`config.mk`:
```
export PLATFORM = sky130hd
export DESIGN_NAME = addr_window_decoder
export DESIGN_NICKNAME = d
export VERILOG_FILES = /design/src/rtl/addr_window_decoder.sv
export SDC_FILE = /design/constraint.sdc
export NUM_CORES = 1
export LEC_CHECK = 0
export CORE_UTILIZATION = 45
export DETAILED_ROUTE_END_ITERATION = 10
export PLACE_DENSITY = 0.93
export SKIP_CTS_REPAIR_TIMING = 1
export SYNTH_ARGS = -nofsm -noshare
export SYNTH_HDL_FRONTEND = slang
export SYNTH_SLANG_ARGS = --single-unit
export TNS_END_PERCENT = 20
```
`constraint.sdc`:
```
create_clock -name clk -period 0.8 [get_ports clk]
set_clock_uncertainty 0.1 [all_clocks]
set_input_delay 0.08 -clock clk [delete_from_list [all_inputs] [get_ports clk]]
set_output_delay 0.08 -clock clk [all_outputs]
set_load 0.05 [all_outputs]
```
`src/rtl/addr_window_decoder.sv`:
```
// Data-memory window decoder: registers chip select, gated write enable and the
// window-relative address for the on-chip data RAM, one cycle after the bus address.
module addr_window_decoder #(
    parameter int unsigned             ADDR_W      = 32,
    parameter logic [ADDR_W-1:0]       BASE_ADDR   = 32'h0000_8F11,
    parameter int unsigned             WINDOW_SIZE = 1024
) (
    input  logic              clk,
    input  logic              rst_n,
    input  logic [ADDR_W-1:0] address,
    input  logic              WE,
    output logic              CS,
    output logic              iWE,
    output logic [ADDR_W-1:0] iAddress
);

    // One extra bit so the inclusive upper bound cannot wrap past 2**ADDR_W.
    localparam logic [ADDR_W:0] LAST_ADDR =
        {1'b0, BASE_ADDR} + (ADDR_W+1)'(WINDOW_SIZE) - (ADDR_W+1)'(1);

    generate
        if (WINDOW_SIZE == 0) begin : g_bad_size
            $fatal(1, "addr_window_decoder: WINDOW_SIZE must be > 0");
        end
        if (LAST_ADDR[ADDR_W]) begin : g_bad_range
            $fatal(1, "addr_window_decoder: window extends past the address space");
        end
    endgenerate

    logic              w_hit;
    logic [ADDR_W-1:0] w_offset;

    logic              r_cs;
    logic              r_iwe;
    logic [ADDR_W-1:0] r_iaddr;

    assign w_hit    = ({1'b0, address} >= {1'b0, BASE_ADDR}) &&
                      ({1'b0, address} <= LAST_ADDR);
    assign w_offset = address - BASE_ADDR;

    always_ff @(posedge clk or negedge rst_n) begin
        if (!rst_n) begin
            r_cs    <= 1'b0;
            r_iwe   <= 1'b0;
            r_iaddr <= '0;
        end else begin
            r_cs    <= w_hit;
            r_iwe   <= w_hit & WE;
            r_iaddr <= w_hit ? w_offset : '0;
        end
    end

    assign CS       = r_cs;
    assign iWE      = r_iwe;
    assign iAddress = r_iaddr;

endmodule

```
==> metrics.csv, run 1 <==
metric,value,unit
outcome,stopped before the end,
failing step,5_1_grt,
stop err,"[ERROR DPL-0038] Utilization greater than 100%, impossible to legalize",
Rows,23,
gpl congestion,0.9280,
CTS Sinks,34,
Synth Flop Type,dfrtp_1,
Clock Tree Root,clkbuf_8,
Synth Register Bits,34,
CTS buffer count,5,
Ports,69,
detailed placement HPWL,5406,µm
Post-Syn Area,1898,µm²
largest net degree at the start of global routing,35,
area share of the largest cell type after synthesis,44.83,%
Die Y,66.95,µm
port buffer count,68,
Ys Warns,0,
"Net Count, Synth",213,
GRT worst endpoint,iAddress[15]$_DFF_PN0_/D,
list of most frequent post-synthesis cells,"34 x dfrtp_1, 27 x nor3_2, 11 x nor2_1",
dominant cell type by area after synthesis,dfrtp_1,
initial core utilization,47.11,%
Yosys cell types,43,
most frequent cell after synthesis,dfrtp_1,
H-tree Lvls,2,
"FFs w/ async S/R, synth",100.0,%
Worst-path end type,register data pin,
Clock Path Buffers,2,
"EDFF count, synth",0,
dominant cells by area after synthesis,"dfrtp_1 45%, nor3_2 14%, xnor2_1 4.2%",
syn_area_per_cell,10.78,µm²
placed insts,348,
Post-Place Setup Slack,-1.587,ns
Mapped Cells,176,
sequential share of the synthesized area,44.83,%
die span in x,66.95,µm
==> cells by family after synthesis <==
kind of cell / after synthesis / synth area share [%]
compound gates: 34 / 12.13
xor+xnor: 17 / 7.845
fa+ha+maj: 2 / 1.318
buf+inv: 14 / 4.218
flops: 34 / 44.83
simple gates: 75 / 29.66
==> through the flow <==
step | hold slack [ns] | util (%) | area (µm²)
detailed placement | 0.3833 | 86.46 | 3483
CTS | 0.06709 | 88.73 | 3575
floorplan | -0.3156 | - | 1956
global placement | 0.3631 | 86.46 | 3483
==> run 2: changes to the inputs <==
CORE_UTILIZATION = 40   (was 45)
PLACE_DENSITY = default   (was 0.93)
PLACE_DENSITY_LB_ADDON = 0.15   (was default)
==> run 2 against run 1 <==
Effect of this change:
- the flow now finishes, with violations (design-rule violations, negative hold slack, negative setup slack)
- area after synthesis unchanged
- synthesized cell count unchanged
==> metrics.csv, run 2 <==
metric,value,unit,change
outcome,"complete, but fails checks",,
failing checks,"design-rule violations, negative hold slack, negative setup slack",,
nets,345,,
final wirelength,7665,µm,
Largest register FFs,32,,
"commonest non-fill, non-tap cell in the layout",buf_4,,
CTS Sinks,34,,unchanged
share of layout cells above drive strength 1,57.93,%,
CP startpoint,address[30],,
P&R area growth vs syn,113.1,%,
Residual DRC,2,,
cells along the critical path,clkdlybuf4s50_1 -> nor4_1 -> and3_4 -> o21ai_4 -> buf_8 -> nor4b_4,,
antenna-violating nets left,0,,
Ys Warns,0,,unchanged
Final setup violation count,68,,
sequential share of the synthesized area,44.83,%,unchanged
CTS buffer count,5,,unchanged
"Net Count, Synth",213,,unchanged
Synth Flop Type,dfrtp_1,,
signal arrival time at the worst endpoint,1.84,ns,
Max IR drop VDD,1.018,mV,
Antenna diodes,0,,
clock group share of total power,42.2,%,
Min-Delay Path Depth,3,,
"commonest non-fill, non-tap cells in the layout","51 x buf_4, 42 x buf_12, 34 x dfrtp_1",,
GR Util All Layers,24.32,%,
Worst Path Required,0.90,ns,
core footprint,4444,µm²,
First DRT Iteration DRCs,114,,
Leakage Power,0.001849,µW,
clock slew seen by the registers of the worst setup and hold paths,0.08,ns,
TNS Setup,-36.66,ns,
GR Overflow Total,0,,
Worst setup EP type,flip-flop,,
CP max stage cell,nor4_1,,
TritonCTS clock tree,built,,
fin worst setup slack,-0.9357,ns,
Sw Ratio,25.89,%,
list of most frequent post-synthesis cells,"34 x dfrtp_1, 27 x nor3_2, 11 x nor2_1",,
DRT Pass-1 Iters,11,,
multi-input logic area,1232,µm²,
Tcrit/Tclk final,217.0,%,
Slew headroom,68.91,%,
Rows,24,,+4.3%
"delay-heaviest family, CP",simple AND/OR/NAND/NOR gates,,
Tmin final,1.736,ns,
detailed placement HPWL,4048,µm,-25%
syn_area_per_cell,10.78,µm²,unchanged
"EDFF count, synth",0,,unchanged
Die Y,70.89,µm,+5.9%
Ports,69,,unchanged
Mapped Cells,176,,unchanged
WL per Instance,21.23,µm,
max incr delay on CP,0.48,ns,
RSZ-0062 raised after global routing,true,,
dominant cells by area after synthesis,"dfrtp_1 45%, nor3_2 14%, xnor2_1 4.2%",,
Hold Path Class,in -> reg,,
"FFs w/ async S/R, synth",100.0,%,unchanged
Power Dens Cells,1150,nW/µm²,
Comb power frac,20.9,%,
hold_ws,-0.05369,ns,
initial antenna violation count,0,,
Final Hold Viols,2,,
Fill cells,168,,
Worst Tran Pin Value,0.4622,ns,
sw power,1204,µW,
hold path startpoint,address[19],,
max cap viols,0,,
Tot Pwr,4651,µW,
H-tree Lvls,2,,unchanged
vias in the first global route,1873,,
first-pass GRT wire length,9321,µm,
sequential share of power,36.9,%,
area share of the largest cell type after synthesis,44.83,%,unchanged
CP Buf/Inv Count,2,,
Layout Utilization,90.99,%,
full die area,5025,µm²,
Yosys cell types,43,,unchanged
most frequent cell after synthesis,dfrtp_1,,
largest net degree at the start of global routing,35,,
gpl congestion,0.8136,,-12%
initial core utilization,42.71,%,-4.4 points
vias per inst,5.681,,
Clock Tree Root,clkbuf_8,,
Hold EP,iAddress[19],,
Post-Place Setup Slack,-1.613,ns,-0.02578 ns
Post-Syn Area,1898,µm²,unchanged
via count,2051,,
dominant cell type by area after synthesis,dfrtp_1,,
f_max,576.1,MHz,
Synth Register Bits,34,,unchanged
P_int,3447,µW,
Clock Path Buffers,2,,unchanged
die span in x,70.89,µm,+5.9%
CP Max Fanout,6,,
Final Max Tran Viols,0,,
crit path launch type,input port,,
port buffer count,68,,unchanged
Seq. cell area,850.8,µm²,
WS Path Type,in -> reg,,
final cell count without fillers,361,,
placed insts,340,,-2.3%
## run 2: per-stage QoR
step | instance area (µm²) | hold slack [ns]
3_5_place_dp | 3431 | -0.04682
3_3_place_gp | 3431 | -0.04801
5_1_grt | 4044 | -0.03363
2_1_floorplan | 1956 | -0.3156
4_1_cts | 3568 | -0.3582
6_report | 4044 | -0.05369
## run 2: cell type report
class	instances	share of cell area (%)
clock inverters	3	1.702
well taps	52	1.609
repair buffers	134	42.64
flip-flops and latches	34	21.04
inverters	5	0.8354
multi-input cells	128	30.48
clock buffers	5	1.702
## run 2: cells by family after synthesis
family	synth area share (%)
simple gates	29.66
compound gates	12.13
flops	44.83
xor+xnor	7.845
buf+inv	4.218
fa+ha+maj	1.318
## run 2: power by group through the flow
stage          clock network (µW)  logic [µW]  registers, µW
2_1_floorplan                   0         269           1750
3_3_place_gp                    0         768           1750
3_5_place_dp                    0         786           1750
4_1_cts                      1970         802           1720
5_1_grt                      2080        1020           1720
6_report                     1960         973           1720
## run 2: layer usage
layer	track usage (%)	routed length (µm)
met1	31.03	2892
met2	41.99	4083
met3	3.561	442
met4	9.111	247
met5	0	0
## run 2: worst min-delay path, cell delays in order
cell     delay [ns]
buf_6          0.07
a21oi_1        0.04
nor3_2         0.11
## run 2: how the worst max path moves through the flow
stage,endpoint,cells past startpoint,slack [ns]
2_1_floorplan,iAddress[3],6,-0.95
3_3_place_gp,iAddress[18],8,-1.57
3_5_place_dp,iAddress[18],8,-1.61
4_1_cts,iAddress[18],8,-1.34
5_1_grt,iAddress[15],7,-0.94
6_report,iAddress[15],6,-0.94
Power figures use the tool's default switching activity.
